## src/rtl/mul_div_unit_pkg.sv

```systemverilog
`default_nettype none
// +----------------------------------------------------------------------+
// | mul_div_unit_pkg : op encodings, FSM states and iteration count for  |
// |                    the iterative multiply/divide unit                |
// | Revision: 1.0                                                        |
// +----------------------------------------------------------------------+
package mul_div_unit_pkg;

  localparam logic [1:0] OP_MULT  = 2'b00;
  localparam logic [1:0] OP_MULTU = 2'b01;
  localparam logic [1:0] OP_DIV   = 2'b10;
  localparam logic [1:0] OP_DIVU  = 2'b11;

  localparam int ITER = 32;

  typedef enum logic [1:0] {
    S_IDLE = 2'd0,
    S_CALC = 2'd1,
    S_FIX  = 2'd2,
    S_DONE = 2'd3
  } state_t;

  // 33-bit magnitude so that |-2^31| stays representable
  function automatic logic [32:0] mag33(input logic [31:0] x, input logic sgn);
    if (sgn && x[31]) return -{1'b1, x};
    return {1'b0, x};
  endfunction

endpackage
`default_nettype wire

```

## src/rtl/mul_div_unit.sv

```systemverilog
`default_nettype none
// +----------------------------------------------------------------------+
// | mul_div_unit : 32-iteration shift-add multiplier / restoring divider |
// |                with HI/LO result registers and MTHI/MTLO writes      |
// | Revision: 1.0                                                        |
// +----------------------------------------------------------------------+
module mul_div_unit
  import mul_div_unit_pkg::*;
(
  input  logic        clk,
  input  logic        reset,
  input  logic        start,
  input  logic [1:0]  op,
  input  logic [31:0] A,
  input  logic [31:0] B,
  input  logic        hi_we,
  input  logic        lo_we,
  input  logic [31:0] wdata,
  output logic        busy,
  output logic        done,
  output logic        div_zero,
  output logic [31:0] HI,
  output logic [31:0] LO
);

  state_t      r_state;
  logic [5:0]  r_cnt;
  logic [1:0]  r_op;
  logic [31:0] r_a;
  logic [32:0] r_opnd;
  logic [64:0] r_acc;
  logic        r_neg_a;
  logic        r_neg_b;

  logic        w_in_signed;
  logic        w_in_div;
  logic [32:0] w_mag_a;
  logic [32:0] w_mag_b;
  logic        w_is_div;
  logic [32:0] w_sum;
  logic [64:0] w_mul_next;
  logic [32:0] w_rem_sh;
  logic [33:0] w_diff;
  logic [64:0] w_div_next;
  logic [63:0] w_prod;
  logic [31:0] w_quo;
  logic [31:0] w_rem;
  logic        w_dz;

  assign w_in_signed = (op == OP_MULT) || (op == OP_DIV);
  assign w_in_div    = (op == OP_DIV)  || (op == OP_DIVU);
  assign w_mag_a     = mag33(A, w_in_signed);
  assign w_mag_b     = mag33(B, w_in_signed);
  assign w_is_div    = (r_op == OP_DIV) || (r_op == OP_DIVU);

  // Multiply: r_acc = {partial product high, multiplier bits shifting out}
  assign w_sum      = r_acc[64:32] + (r_acc[0] ? r_opnd : 33'd0);
  assign w_mul_next = {1'b0, w_sum, r_acc[31:1]};

  // Divide: r_acc = {remainder, dividend bits shifting in / quotient bits}
  assign w_rem_sh   = {r_acc[63:32], r_acc[31]};
  assign w_diff     = {1'b0, w_rem_sh} - {1'b0, r_opnd};
  assign w_div_next = w_diff[33] ? {w_rem_sh, r_acc[30:0], 1'b0}
                                 : {w_diff[32:0], r_acc[30:0], 1'b1};

  assign w_prod = (r_neg_a ^ r_neg_b) ? -r_acc[63:0] : r_acc[63:0];
  assign w_quo  = (r_neg_a ^ r_neg_b) ? -r_acc[31:0] : r_acc[31:0];
  assign w_rem  = r_neg_a ? -r_acc[63:32] : r_acc[63:32];
  assign w_dz   = (r_opnd == 33'd0);

  always_ff @(posedge clk) begin
    if (reset) begin
      r_state  <= S_IDLE;
      r_cnt    <= 6'd0;
      r_op     <= OP_MULT;
      r_a      <= 32'd0;
      r_opnd   <= 33'd0;
      r_acc    <= 65'd0;
      r_neg_a  <= 1'b0;
      r_neg_b  <= 1'b0;
      busy     <= 1'b0;
      done     <= 1'b0;
      div_zero <= 1'b0;
      HI       <= 32'd0;
      LO       <= 32'd0;
    end else begin
      case (r_state)
        S_IDLE: begin
          if (start) begin
            r_state <= S_CALC;
            r_cnt   <= 6'd0;
            r_op    <= op;
            r_a     <= A;
            r_neg_a <= w_in_signed & A[31];
            r_neg_b <= w_in_signed & B[31];
            busy    <= 1'b1;
            if (w_in_div) begin
              r_acc  <= {33'd0, w_mag_a[31:0]};
              r_opnd <= w_mag_b;
            end else begin
              r_acc  <= {33'd0, w_mag_b[31:0]};
              r_opnd <= w_mag_a;
            end
          end else begin
            if (hi_we) HI <= wdata;
            if (lo_we) LO <= wdata;
          end
        end
        S_CALC: begin
          r_acc <= w_is_div ? w_div_next : w_mul_next;
          r_cnt <= r_cnt + 6'd1;
          if (r_cnt == 6'(ITER - 1)) r_state <= S_FIX;
        end
        S_FIX: begin
          r_state <= S_DONE;
          busy    <= 1'b0;
          done    <= 1'b1;
          if (!w_is_div) begin
            {HI, LO} <= w_prod;
          end else if (w_dz) begin
            HI       <= r_a;
            LO       <= 32'hFFFF_FFFF;
            div_zero <= 1'b1;
          end else begin
            HI <= w_rem;
            LO <= w_quo;
          end
        end
        default: begin
          r_state  <= S_IDLE;
          done     <= 1'b0;
          div_zero <= 1'b0;
        end
      endcase
    end
  end

endmodule
`default_nettype wire

```

## config.mk

```make
export PLATFORM = sky130hd
export DESIGN_NAME = mul_div_unit
export DESIGN_NICKNAME = d
export VERILOG_FILES = /design/src/rtl/mul_div_unit_pkg.sv /design/src/rtl/mul_div_unit.sv
export SDC_FILE = /design/constraint.sdc
export NUM_CORES = 1
export LEC_CHECK = 0
export BUFFER_PORTS_ARGS = -buffer_cell sky130_fd_sc_hd__buf_4
export CAP_MARGIN = 20
export CORE_MARGIN = 1
export CORE_UTILIZATION = 45
export DETAILED_ROUTE_END_ITERATION = 10
export PLACE_DENSITY = 0.62
export SYNTH_ARGS = -nofsm -noshare
export SYNTH_HDL_FRONTEND = slang
export SYNTH_SLANG_ARGS = --single-unit
```

## constraint.sdc

```tcl
create_clock -name clk -period 4.5 [get_ports clk]
set_input_delay 0 -clock clk [delete_from_list [all_inputs] [get_ports clk]]
set_output_delay 0 -clock clk [all_outputs]
set_load 0.02 [all_outputs]
```

Word level (Yosys, flattened, before mapping)
Cells that the tools add are included.
{"block": "op_classes", "addsub": 8, "eq_ne": 14, "muxes": 37, "bitwise": 4, "reduce_logical": 18}
{"operator": "2-to-1 mux 32 bit", "count": 11}
{"operator": "2-to-1 mux 33 bit", "count": 6}
{"operator": "2-to-1 mux 65 bit", "count": 3}
{"operator": "one-hot mux 65 bit (2 select lines)", "count": 1}
{"operator": "one-hot mux 32 bit (2 select lines)", "count": 2}
{"operator": "negation 33 bit", "count": 2}
{"operator": "2-to-1 mux 64 bit", "count": 1}
{"operator": "negation 32 bit", "count": 2}
{"operator": "negation 64 bit", "count": 1}
{"operator": "subtractor 33 x 33 -> 34 bit", "count": 1}
{"operator": "adder 33 bit", "count": 1}
{"operator": "logical NOT 33 bit", "count": 1}
{"operator": "!= test 2 bit, second input constant", "count": 7}
{"operator": "one-hot mux 6 bit (2 select lines)", "count": 1}
{"operator": "equality test 2 bit, second input constant", "count": 5}
{"operator": "AND reduction 3 bit", "count": 3}
{"operator": "AND reduction 2 bit", "count": 4}
{"operator": "adder 6 x 1 -> 6 bit, second input constant", "count": 1}
{"operator": "equality test 6 x 5 -> 1 bit, second input constant", "count": 1}
{"operator": "2-to-1 mux 6 bit", "count": 1}
{"operator": "one-hot mux 1 bit (2 select lines)", "count": 3}
{"operator": "one-hot mux 2 bit (3 select lines)", "count": 1}
{"operator": "2-to-1 mux 1 bit", "count": 5}
{"operator": "logical NOT 2 bit", "count": 2}
{"operator": "9 further kinds", "count": 15}
{"block": "word_totals", "register_bits": 209, "input_bits": 103, "out_inout_bits": 67}

Longest topological paths before layout
{"block": "logic_depth", "ltp_word": 8, "mapped_depth": 15, "mapped_depth_nobuf": 14}

Worst setup path before layout
No wires, ideal clock.
{"block": "synth_path", "kind": "register to register", "start": "register r_acc[0]", "end": "register r_acc[63]", "t_arrival_ns": 3.370, "required_time_ns": 4.373, "path_slack_ns": 1.003, "stages_incl_launch_ff": 16, "synth_period_minus_slack_ns": 3.497, "cell_sequence": "dfxtp_1 clkbuf_1 inv_1 clkbuf_1 nor2_1 ha_1 a21o_1 a21oi_1 and4b_1 or4_1 o21ai_1 a21oi_1 a221o_1 nand3_1 a21boi_1 or3_1"}
{"block": "synth_via", "elab_chain_len": 4}
{"item": "from (decl)", "line": "mul_div_unit.sv:31", "source": "logic [64:0] r_acc;"}
{"item": "from (signal assigned)", "line": "mul_div_unit.sv:98", "source": "r_acc <= {33'd0, w_mag_a[31:0]};"}
{"item": "from (signal assigned)", "line": "mul_div_unit.sv:101", "source": "r_acc <= {33'd0, w_mag_b[31:0]};"}
{"item": "from (signal assigned)", "line": "mul_div_unit.sv:110", "source": "r_acc <= w_is_div ? w_div_next : w_mul_next;"}
{"item": "2-to-1 mux 33 bit", "line": "mul_div_unit.sv:57", "source": "assign w_sum = r_acc[64:32] + (r_acc[0] ? r_opnd : 33'd0);"}
{"item": "adder 33 bit", "line": "mul_div_unit.sv:57"}
{"item": "2-to-1 mux 65 bit", "line": "mul_div_unit.sv:110"}
{"item": "one-hot mux 65 bit (2 select lines)", "line": "mul_div_unit.sv:87", "source": "case (r_state)"}
Every way passes these cells.
A chain may end at the register's enable or synchronous reset.

Worst setup path in the final report
{"block": "layout_path", "start": "register r_acc[0]", "end": "register r_acc[60]"}
Same word-level chain as after synthesis.

==> summary.txt <==
Max-cap viol count -> 0
Clock skew -> 0.0111 ns
Worst skew pair latency -> 0.58 ns
Post-synth top cells -> nand2_1 (324), nor2_1 (252), a21oi_1 (245)
VDD IR max -> 0.000346 V
Post-CTS Setup Bufs -> 0
Die area -> 38200 µm²
Pwr Density -> 530 nW/µm²
Ports -> 170
HPWL after detailed placement -> 52.3 mm
Pin count of the biggest net entering global routing -> 84
Width of the die -> 195 µm
Core Area -> 36700 µm²
H-tree levels -> 1
Ranking of synthesized cells by area -> dfxtp_1 (25%), a21oi_1 (7.3%), nand2_1 (7.2%)
Critical path arrival -> 4.34 ns
Post-synth top area share -> 24.7%
ANT nets after route -> 0
EDFF count, synth -> 0
Post-synth ARST share -> 0%
Post-route setup TNS -> 0 ns
Via count -> 18.5k
Clock Path Buffers -> 3
Worst slew margin -> 27.8%
Drt wl/cell -> 23.3 µm
DRC -> 0
Max stage delay on crit path -> 0.57 ns
Clk sink count -> 208
Nature of the critical path endpoint -> flip-flop
Cts hold-fix bufs -> 88
All-Layer GR Usage -> 35.6%
Worst EP required -> 4.92 ns
Top-count cell post-synth -> nand2_1
GRT Residual Overflow -> 0
Count of cells resized by post-cts repair -> 0
Cell Area, Synth -> 16800 µm²
Crit-path cells -> inv_1 -> buf_4 -> nor2_1 -> ha_1 -> o211ai_1 -> o211ai_1 -> a31oi_1 -> or4b_1 -> o21ai_0 -> a2111oi_0 -> o31ai_1 -> nor4b_1 -> o31ai_1 -> o211ai_1
Final hold violations -> 0
Pleak -> 0.00842 µW
Period minus WS final -> 3.92 ns
Post-synth top area cell -> dfxtp_1
Most frequent CP cell -> o211ai_1
RD Place Congestion -> 0.986
Final worst-path cycle share -> 87.1%
R2R Setup Slk -> 0.58 ns
Warnings, synthesis -> 0
Top Family by Delay on Critical Path -> compound AO/OA/AOI/OAI gates
Buf/Inv on CP -> 2
Type of origin of the critical path -> flip-flop
Sequential-to-total area share from yosys stat -> 24.7%
Num rows -> 70
Root Driver -> clkbuf_16
Initial core utilization -> 45.9%
Port Buffers -> 169
Syn Area/Cell -> 7.22 µm²
Hold crit path type -> input pin to flip-flop
CP max-delay cell -> or4b_1
Actual slew at the worst max-slew pin -> 1.08 ns
Share of cells above drive strength 1 -> 12.6%
Initial DRC count -> 2024
Setup Crit Path Kind -> flip-flop to flip-flop
First-pass GRT wire length -> 105 mm
FF+latch count, synth -> 208
RSZ-0062 raised after global routing -> false
Initial antenna violation count -> 2
Layout area overhead -> 20.7%
Outcome -> finished, final reports clean
Final wirelength -> 69.5 mm
Clock transition at the registers of the reported paths -> 0.06 ns
Prevailing post-synth register cell -> dfxtp_1
Final-stage net count -> 2676
Mapped Cells -> 2332
Peak Freq -> 0.255 GHz
Vias in the first global route -> 17.3k
TritonCTS clock tree -> yes
Syn Nets -> 2510
Routed vias/inst -> 6.19
CTS buffer count -> 27
Pre-Repair DR Iteration Count -> 6
Synth unique cells -> 81
Die Ht -> 195 µm
Pins Over Slew Limit -> 0
Crit path max fanout -> 20
Count of final setup violators -> 0
Post-route core utilization -> 55.3%
## power breakdown
part           internal (µW)  switching, µW
Clock                   1420            898
Combinational           1970           3610
Sequential              2290            579
## registers in the layout, summed over array words and instances (netlist names)
| signal | flops |
|---|---|
| HI | 32 |
| r_acc | 65 |
| r_op | 1 |
| LO | 32 |
| busy | 1 |
| r_neg_b | 1 |
| r_cnt | 6 |
| div_zero | 1 |
| r_a | 32 |
| r_opnd | 33 |
| r_neg_a | 1 |
| r_state | 2 |
| done | 1 |
## worst reg2reg max path, stage by stage, from the launching register on
cell	delay, ns
dfxtp_1	0.31
inv_1	0.07
buf_4	0.25
nor2_1	0.10
ha_1	0.36
o211ai_1	0.12
o211ai_1	0.32
a31oi_1	0.21
or4b_1	0.57
o21ai_0	0.27
a2111oi_0	0.20
o31ai_1	0.51
nor4b_1	0.12
o31ai_1	0.25
o211ai_1	0.12
## metrics by stage
step                      cell area [µm²]  hold slack, ns  setup WS, ns  power, µW  std cells
final                               20300         0.00754         0.579      10800       2987
after global routing                20300          0.0365         0.322      11300       2986
after CTS                           20300         0.00211         0.655      10600       2986
after detailed placement            18500           0.262         0.682       8230       2849
after global placement              18500           0.256         0.749       8190       2849
after floorplan                     16800           0.135          1.00       6260       2332
## placed cells by master (no fill, tap or decap), types with 20 or more instances in the layout
| cell type | instances |
|---|---|
| o211ai_1 | 45 |
| ha_1 | 72 |
| dlygate4sd3_1 | 88 |
| nor2_1 | 251 |
| nand2_1 | 323 |
| o31ai_1 | 21 |
| xor2_1 | 105 |
| mux2i_1 | 50 |
| a31oi_1 | 20 |
| inv_1 | 64 |
| buf_4 | 224 |
| nor3_1 | 45 |
| clkbuf_16 | 27 |
| a21oi_1 | 244 |
| nand3_1 | 23 |
| a21o_1 | 30 |
| o221ai_1 | 34 |
| xnor2_1 | 102 |
| nor4_1 | 20 |
| a211oi_1 | 53 |
| o21ai_0 | 151 |
| dfxtp_1 | 207 |
## worst paths after layout
| check | endpoint | start | cells after the start |
|---|---|---|---|
| setup reg to reg | r_acc[60]$_SDFFE_PP0P_ | r_acc[0]$_SDFFE_PP0P_ | 14 |
| hold / removal | r_opnd[13]$_SDFFE_PP0P_ | reset | 2 |
| hold reg to reg | HI[18]$_SDFFE_PP0P_ | HI[18]$_SDFFE_PP0P_ | 2 |
| setup / recovery | r_acc[60]$_SDFFE_PP0P_ | r_acc[0]$_SDFFE_PP0P_ | 14 |
## cell type report
| type | instances | area, µm² |
|---|---|---|
| Clock inverter | 9 | 173 |
| Antenna cell | 1 | 2.50 |
| Clock buffer | 40 | 774 |
| Multi-Input combinational cell | 1883 | 11800 |
| Timing Repair Buffer | 313 | 2580 |
| Inverter | 65 | 244 |
| Fill cell | 3548 | 16400 |
| Sequential cell | 208 | 4170 |
| Tap cell | 468 | 586 |
## logic make-up (layout without fill, tap and decap cells)
group                    Yosys count  after routing  synth area share, %
XOR/XNOR                         209            209                 10.9
other                              0              1                    0
adder cells (fa/ha/maj)           75             75                 5.67
AND/OR/NAND/NOR                  796            796                 21.6
flip-flops                       208            208                 24.7
buffers and inverters            241            427                 5.51
multiplexers                      62             62                 3.78
AO/OA/AOI/OAI                    741            741                 27.9
## layer usage
metal / up-vias / GRT usage (%) / routed length (µm)
li1: 8675 / - / -
met1: 8741 / 49.3 / 30200
met2: 926 / 53.8 / 29700
met3: 152 / 5.54 / 6440
met4: 0 / 16.5 / 3200
met5: - / 0 / 0
Power figures use the tool's default switching activity.
